[config.mk]
export PLATFORM = sky130hd
export DESIGN_NAME = demux_18_collector
export DESIGN_NICKNAME = d
export VERILOG_FILES = /design/src/rtl/demux_18_collector.sv
export SDC_FILE = /design/constraint.sdc
export NUM_CORES = 1
export LEC_CHECK = 0
export BUFFER_PORTS_ARGS = -buffer_cell sky130_fd_sc_hd__clkbuf_2
export CORE_MARGIN = 2
export CORE_UTILIZATION = 55
export CTS_BUF_LIST = sky130_fd_sc_hd__clkbuf_8
export CTS_CLUSTER_DIAMETER = 200
export DETAILED_ROUTE_END_ITERATION = 7
export PLACE_DENSITY_LB_ADDON = 0.1
export SLEW_MARGIN = 10
export SYNTH_ARGS = -nofsm -noshare
export SYNTH_HDL_FRONTEND = slang
export SYNTH_SLANG_ARGS = --single-unit
[constraint.sdc]
create_clock -name clk -period 4.2 [get_ports clk]
set_clock_uncertainty 0.15 [all_clocks]
set_input_delay 0.63 -clock clk [delete_from_list [all_inputs] [get_ports clk]]
set_output_delay 0.63 -clock clk [all_outputs]
set_load 0.02 [all_outputs]
[src/rtl/demux_18_collector.sv]
// rtl/demux_18_collector.sv - registered 1-to-8 sample demux assembling 8-slot frames
// Optional: DEMUX_18_SKID_EN lets the release cycle of HOLD accept the next frame's first beat.
module demux_18_collector #(
  parameter int WIDTH   = 1,
  parameter int TIMEOUT = 16
) (
  input  logic               clk,
  input  logic               rst,
  input  logic               in_valid,
  output logic               in_ready,
  input  logic [WIDTH-1:0]   in_data,
  input  logic [2:0]         select,
  input  logic               mode,
  output logic [8*WIDTH-1:0] out,
  output logic               out_valid,
  input  logic               out_ready,
  output logic               err
);

  localparam logic [1:0] S_IDLE    = 2'd0;
  localparam logic [1:0] S_COLLECT = 2'd1;
  localparam logic [1:0] S_HOLD    = 2'd2;
  localparam int         CW        = $clog2(TIMEOUT + 1);

  logic [1:0]         state_q, state_d;
  logic [8*WIDTH-1:0] out_q, out_d;
  logic [7:0]         fill_q, fill_d;
  logic [2:0]         slot_q, slot_d;
  logic [CW-1:0]      idle_q, idle_d;
  logic               mode_q, mode_d;
  logic               err_q, err_d;

  logic       accept;
  logic       fresh;
  logic       frame_mode;
  logic [2:0] slot_idx;
  logic [7:0] slot_bit;

  always_comb begin
    in_ready = 1'b0;
    if (!rst) begin
      case (state_q)
        S_IDLE, S_COLLECT: in_ready = 1'b1;
        S_HOLD: begin
`ifdef DEMUX_18_SKID_EN
          in_ready = out_ready;
`else
          in_ready = 1'b0;
`endif
        end
        default: in_ready = 1'b0;
      endcase
    end
  end

  // Any beat accepted outside COLLECT opens a new frame: mode is sampled live, counter starts at 0.
  always_comb begin
    accept     = in_valid & in_ready;
    fresh      = (state_q != S_COLLECT);
    frame_mode = fresh ? mode : mode_q;
    slot_idx   = frame_mode ? (fresh ? 3'd0 : slot_q) : select;
    slot_bit   = 8'd1 << slot_idx;
  end

  always_comb begin
    state_d = state_q;
    out_d   = out_q;
    fill_d  = fill_q;
    slot_d  = slot_q;
    idle_d  = idle_q;
    mode_d  = mode_q;
    err_d   = 1'b0;

    if (accept) begin
      for (int k = 0; k < 8; k++) begin
        if (slot_idx == k[2:0]) out_d[k*WIDTH +: WIDTH] = in_data;
      end
    end

    case (state_q)
      S_IDLE: begin
        if (accept) begin
          mode_d  = mode;
          fill_d  = slot_bit;
          slot_d  = slot_idx + 3'd1;
          idle_d  = '0;
          state_d = S_COLLECT;
        end
      end
      S_COLLECT: begin
        if (accept) begin
          fill_d = fill_q | slot_bit;
          err_d  = |(fill_q & slot_bit);
          slot_d = slot_idx + 3'd1;
          idle_d = '0;
          if ((fill_q | slot_bit) == 8'hFF) state_d = S_HOLD;
        end else if (idle_q == CW'(TIMEOUT - 1)) begin
          // Partial frame is dropped; out keeps stale slot data but is never validated.
          fill_d  = 8'd0;
          slot_d  = 3'd0;
          idle_d  = '0;
          err_d   = 1'b1;
          state_d = S_IDLE;
        end else begin
          idle_d = idle_q + CW'(1);
        end
      end
      S_HOLD: begin
        if (out_ready) begin
          fill_d  = 8'd0;
          slot_d  = 3'd0;
          idle_d  = '0;
          state_d = S_IDLE;
          if (accept) begin
            mode_d  = mode;
            fill_d  = slot_bit;
            slot_d  = slot_idx + 3'd1;
            state_d = S_COLLECT;
          end
        end
      end
      default: state_d = S_IDLE;
    endcase
  end

  always_ff @(posedge clk) begin
    if (rst) begin
      state_q <= S_IDLE;
      out_q   <= '0;
      fill_q  <= 8'd0;
      slot_q  <= 3'd0;
      idle_q  <= '0;
      mode_q  <= 1'b0;
      err_q   <= 1'b0;
    end else begin
      state_q <= state_d;
      out_q   <= out_d;
      fill_q  <= fill_d;
      slot_q  <= slot_d;
      idle_q  <= idle_d;
      mode_q  <= mode_d;
      err_q   <= err_d;
    end
  end

  assign out       = out_q;
  assign out_valid = (state_q == S_HOLD);
  assign err       = err_q;

endmodule

==> flow_summary.yaml, run 1 <==
status:
  status: "completed"
sta:
  final.min_clock_period_ps: 3360
  rsz0062_at_grt: "false"
  finalCritPeriodShare: 0.801
  fmax_mhz: 297
  fin_hold_ws_ps: 310
  setup_viol: 0
  worst_pin_slew_ps: 677
  tns_ps: 0
  setup_slack_ps: 836
  slew_headroom: 0.548
  finalHoldViolations: 0
  slew_viol_final: 0
floorplan:
  die_w_um: 62.9
  initial_core_util: 0.573
  num_io_pins: 20
  rows: 21
  dieArea_um2: 3960
  core_area_um2: 3340
  die_h_um: 62.9
power:
  totalPowerFinal_mw: 1.11
  p_leak_nw: 0.794
  p_per_area_nw_per_um2: 532
  ir_worst_vdd_uv: 308
critical_path:
  crit_required_ps: 4240
  path_cells: "inv_1 -> ha_1 -> mux2i_4 -> mux2i_1 -> buf_4 -> ha_1 -> nor2_1 -> nor2_1 -> o2111ai_1 -> nor4_2 -> o21ai_0 -> o41ai_1"
  end_kind: "register"
  crit_slowest_cell: "ha_1"
  critical_path_class: "reg2reg"
  start_kind: "register"
  crit_arrival_ps: 3400
  slowest_delay_ps: 480
  cp_max_fo: 14
cts:
  root_buffer: "clkbuf_8"
  postCtsSetupRepairBufs: 0
  clk-insertion-delay-late_ps: 280
  cts_buffer_depth: 2
  cts.sinks: 28
  cts_buffers: 3
  cts_tree: "yes"
  cts_resized: 0
  hold_buffers: 0
  path_clk_slew_ps: 100
  h-tree-depth: 1
route:
  wl_per_cell_um: 15.3
  via_per_inst: 6.09
  wl_um: 4500
  drc_errors: 0
  drt_iter0_drc: 138
  first_pass_iters: 4
  antenna_left: 0
  dr_total_vias: 1789
placement:
  hpwlAfterDp_um: 3220
  io_buffers: 19
  dp_slack_ps: 910
  globalplace.congestion: 0.929
layout:
  syn_to_final_growth_pct: 8.84
  antenna_cells: 0
  utilization: 0.623
  drive_above_1_share: 0.133
  nFillCells: 316
  finalNetCount: 270
yosys:
  synth_fp_nets: 260
  yosysWarnings: 0
  ys_ff_latch: 28
  synth_area_um2: 1910
  syn_area_per_cell_um2: 7.99
  synth_area_leaders: "dfxtp_1 (29%), ha_1 (7.9%), a21oi_1 (6.3%)"
  seq_area_frac_synth: 0.293
  synth_edf_count: 0
  synth_top_cell_area_share: 0.293
  synth_cell_types: 50
  async_flop_share: 0
  synth_cells: 239
  ys.flop_type: "dfxtp_1"
  synth_area_leader_cell: "dfxtp_1"
flow_run:
  drv_cap: 0
global_route:
  grt_pass1_vias: 1605
  overflow: 0
  grt_max_degree: 31
  grt_pass1_wl_um: 7700
  antenna_found_initial: 0
  globalRouteTotalUtil: 0.243
hold_path:
  hold_class: "reg2reg"
==> report_power, final <==
| group | leakage [nW] | switching (mW) | total, mW | internal (mW) |
|---|---|---|---|---|
| Sequential | 0.228 | 0.0567 | 0.370 | 0.313 |
| Combinational | 0.530 | 0.324 | 0.522 | 0.198 |
| Clock | 0.0357 | 0.0874 | 0.215 | 0.128 |
==> area by class of cell <==
| type | count | area [um^2] | area share |
|---|---|---|---|
| flip-flops and latches | 28 | 561 | 0.270 |
| clock buffers | 3 | 41.3 | 0.0199 |
| inverters | 7 | 26.3 | 0.0126 |
| well taps | 46 | 57.6 | 0.0277 |
| clock inverters | 1 | 30.0 | 0.0144 |
| repair buffers | 20 | 103 | 0.0493 |
| multi-input cells | 189 | 1260 | 0.606 |
==> worst max-delay path, delay by kind of cell (launching register included) <==
family	cells	cell delay, ps
adder cells (fa/ha/maj)	2	780
multiplexers	2	690
AND/OR/NAND/NOR	3	580
AO/OA/AOI/OAI	3	370
flip-flops	1	350
buffers and inverters	2	330
==> layout by cell type, fill, tap and decap left out, drive strengths merged, types with 3 or more instances in the layout <==
master and n:
nor3 3, and2 7, mux2 4, nor2 21, a22o 4, o21ai 11, nand3 14, nand2b 3
a211oi 5, mux2i 7, nand2 28, ha 12, dfxtp 28, clkbuf 22, a311oi 3, a22oi 3
nor2b 3, a21oi 24, inv 7, o2bb2ai 3
==> sequential cells by signal, summed over array words and instances, names as in the netlist <==
signal / count
fill_q: 8
out: 8
idle_q: 5
slot_q: 3
state_q: 2
err: 1
mode_q: 1
==> cell families (layout without fill, tap and decap cells) <==
logic type,after synthesis,count (layout),synth area share
AO/OA/AOI/OAI,75,75,0.278
adder cells (fa/ha/maj),12,12,0.0786
buffers and inverters,22,31,0.0465
flip-flops,28,28,0.293
multiplexers,11,11,0.0668
AND/OR/NAND/NOR,91,91,0.236
==> worst paths after layout <==
kind | from | end | slack [ps] | depth (start not counted)
setup reg to reg | state_q[1] | state_q[0] | 840 | 12
setup / recovery | state_q[1] | state_q[0] | 840 | 12
hold reg to reg | slot_q[1] | slot_q[1] | 310 | 2
hold / removal | slot_q[1] | slot_q[1] | 310 | 2
==> Yosys cell counts, types with 3 or more instances <==
master and count:
dfxtp_1 28, nand2_1 28, a21oi_1 24, nor2_1 20
nand3_1 14, ha_1 12, clkbuf_1 9, o21ai_0 8
and2_1 7, inv_1 6, mux2i_1 6, a211oi_1 5
buf_2 5, a22o_1 4, a22oi_1 3, a311oi_1 3
mux2_2 3, nand2b_1 3, nor2b_1 3, nor3_1 3
o21ai_1 3, o2bb2ai_1 3
==> routing by layer <==
| layer | GRT usage | wire [um] |
|---|---|---|
| met1 | 0.336 | 2170 |
| met2 | 0.384 | 2090 |
| met3 | 0.0306 | 149 |
| met4 | 0.0917 | 86 |
| met5 | 0 | 0 |
==> stage by stage <==
| stage | area, um^2 | instances |
|---|---|---|
| 2_1_floorplan | 1910 | 239 |
| 3_3_place_gp | 2010 | 290 |
| 3_5_place_dp | 2010 | 290 |
| 4_1_cts | 2080 | 294 |
| 5_1_grt | 2080 | 294 |
| 6_report | 2080 | 294 |
(Power assumes the default switching activity.)
==> run 2: changes to the inputs <==
--- a/config.mk
+++ b/config.mk
@@ -5,6 +5,7 @@
 export SDC_FILE = /design/constraint.sdc
 export NUM_CORES = 1
 export LEC_CHECK = 0
+export ABC_AREA = 1
 export BUFFER_PORTS_ARGS = -buffer_cell sky130_fd_sc_hd__clkbuf_2
 export CORE_MARGIN = 2
 export CORE_UTILIZATION = 55
==> constraint.sdc (replaced) <==
create_clock -name clk -period 3.14 [get_ports clk]
set_clock_uncertainty 0.15 [all_clocks]
set_input_delay 0.471 -clock clk [delete_from_list [all_inputs] [get_ports clk]]
set_output_delay 0.471 -clock clk [all_outputs]
set_load 0.02 [all_outputs]
==> flow_summary.yaml, run 2 <==
cts:
  clk-insertion-delay-late_ps: 280
  cts_buffer_depth: 2
  cts.sinks: 28
  postCtsSetupRepairBufs: 0
  cts_buffers: 3
  hold_buffers: 0
  cts_resized: 0
  root_buffer: "clkbuf_8"
  path_clk_slew_ps: 90
  cts_tree: "yes"
  h-tree-depth: 1
sta:
  fin_hold_ws_ps: 290
  fmax_mhz: 345
  slew_headroom: 0.679
  slew_viol_final: 0
  tns_ps: 0
  final.min_clock_period_ps: 2900
  finalCritPeriodShare: 0.923
  worst_pin_slew_ps: 480
  rsz0062_at_grt: "false"
  finalHoldViolations: 0
  setup_slack_ps: 243
  setup_viol: 0
global_route:
  grt_max_degree: 16
  overflow: 0
  grt_pass1_wl_um: 6620
  antenna_found_initial: 0
  globalRouteTotalUtil: 0.244
  grt_pass1_vias: 1570
critical_path:
  cp_max_fo: 6
  ff2ff_setup_slack_ps: 240
  end_kind: "register"
  critical_path_class: "reg2reg"
  crit_arrival_ps: 2930
  r2r_end: "state_q[0]"
  cp-startpoint: "state_q[1]"
  start_kind: "register"
  r2r-start: "state_q[1]"
  endpoint: "state_q[0]"
  r2r_cells: 17
  crit_required_ps: 3170
layout:
  final_cell_mix: "inv_1 (38), nand2_1 (38), dfxtp_1 (27)"
  finalNetCount: 293
  nFillCells: 285
  antenna_cells: 0
  syn_to_final_growth_pct: 9.33
  drive_above_1_share: 0.159
  utilization: 0.629
  design_area_um2: 1910
route:
  drt_iter0_drc: 74
  via_per_inst: 5.21
  antenna_left: 0
  first_pass_iters: 4
  wl_um: 3910
  dr_total_vias: 1636
  drc_errors: 0
  wl_per_cell_um: 12.4
flow_run:
  drv_cap: 0
power:
  p_leak_nw: 0.837
  ir_worst_vdd_uv: 423
  p_per_area_nw_per_um2: 709
yosys:
  syn_area_per_cell_um2: 6.92
  seq_area_frac_synth: 0.322
  synth_area_um2: 1740
  synth-simple-area-share: 0.283
  async_flop_share: 0
  synth_cells: 252
  synth_top_family_by_area: "simple AND/OR/NAND/NOR gates"
  synth.mux.area_fraction: 0
  synth_edf_count: 0
  synth_fp_nets: 273
  synth_area_leader_cell: "dfxtp_1"
  synth_fa_ha_area_frac: 0.0861
  synth_top_cell_area_share: 0.322
  synth_compound_area_frac: 0.198
  yosysWarnings: 0
  synthTopCellsByCount: "inv_1 (38), nand2_1 (38), dfxtp_1 (28)"
  synth_cell_types: 27
  synth_xor_area_frac: 0.0101
  ys.flop_type: "dfxtp_1"
  synth_area_leaders: "dfxtp_1 (32%), ha_1 (8.6%), inv_1 (8.2%)"
  ys_ff_latch: 28
floorplan:
  rows: 20
  die_w_um: 60.3
  num_io_pins: 20
  core_area_um2: 3030
  die_h_um: 60.3
  dieArea_um2: 3640
  initial_core_util: 0.576
status:
  status: "completed"
placement:
  hpwlAfterDp_um: 3030
  globalplace.congestion: 0.856
  placed_cell_area_um2: 1860
  dp_slack_ps: 180
  io_buffers: 19
hold_path:
  hold_class: "in2reg"
## run 2: changes by cell type after synthesis, sizes merged, moves of 7 or more
cell    previous run  this run
o21ai             11        31
and2               7         0
mux2i              7         0
clkbuf             9         2
nand3             14        22
nor2              21        29
nand2             28        47
inv                7        39
## run 2: kinds of logic after synthesis
logic type,Yosys count
xor gates and xnor gates,2
adders and majority gates,12
and+or+nand+nor,104
DFF,28
buffers and inverters,43
AOI/OAI and AO/OA,63
## run 2: routing by layer
metal | vias up | part of all wire | GRT usage | wire length (um)
met4 | 0 | 0.027 | 0.133 | 104
met1 | 746 | 0.46 | 0.299 | 1800
met3 | 11 | 0.027 | 0.0368 | 105
met5 | - | 0 | 0 | 0
li1 | 855 | - | - | -
met2 | 24 | 0.49 | 0.405 | 1900
## run 2: worst min-delay path by stage
stage	depth (start not counted)	slack, ps	from	end
after global placement	2	290	out[4]	out[4]
after floorplan	2	270	mode_q	mode_q
after detailed placement	2	290	out[4]	out[4]
final	2	290	rst	out[3]
after CTS	2	290	rst	out[3]
after global routing	2	330	out[0]	out[0]
## run 2: cell type report
class | count | area, um^2 | share of cell area
Multi-Input combinational cell | 181 | 1010 | 0.528
Tap cell | 44 | 55.1 | 0.0289
Clock buffer | 3 | 41.3 | 0.0217
Inverter | 39 | 146 | 0.0768
Sequential cell | 28 | 562 | 0.295
Timing Repair Buffer | 19 | 95.1 | 0.0499
## run 2: report_power, final
group | switching (mW) | internal [mW] | total (mW)
Clock | 0.108 | 0.0863 | 0.195
Combinational | 0.469 | 0.215 | 0.684
Sequential | 0.0381 | 0.434 | 0.472
## run 2: critical path, cell delays in order (launching register included)
cell,delay [ps]
dfxtp_2,370
inv_1,80
ha_1,230
inv_2,170
nand2_4,80
nand2_2,90
o21ai_0,80
o21ai_0,160
inv_1,160
ha_1,260
ha_1,230
or2_2,300
nand2_1,70
nor2_1,40
nand2_1,70
nand2_2,70
a21oi_1,130
nor2_1,60
## run 2: through the flow
| step | std cells | total power, mW |
|---|---|---|
| 4_1_cts | 314 | 1.35 |
| 3_3_place_gp | 311 | 1.15 |
| 3_5_place_dp | 311 | 1.15 |
| 6_report | 314 | 1.35 |
| 5_1_grt | 314 | 1.47 |
| 2_1_floorplan | 252 | 1.02 |
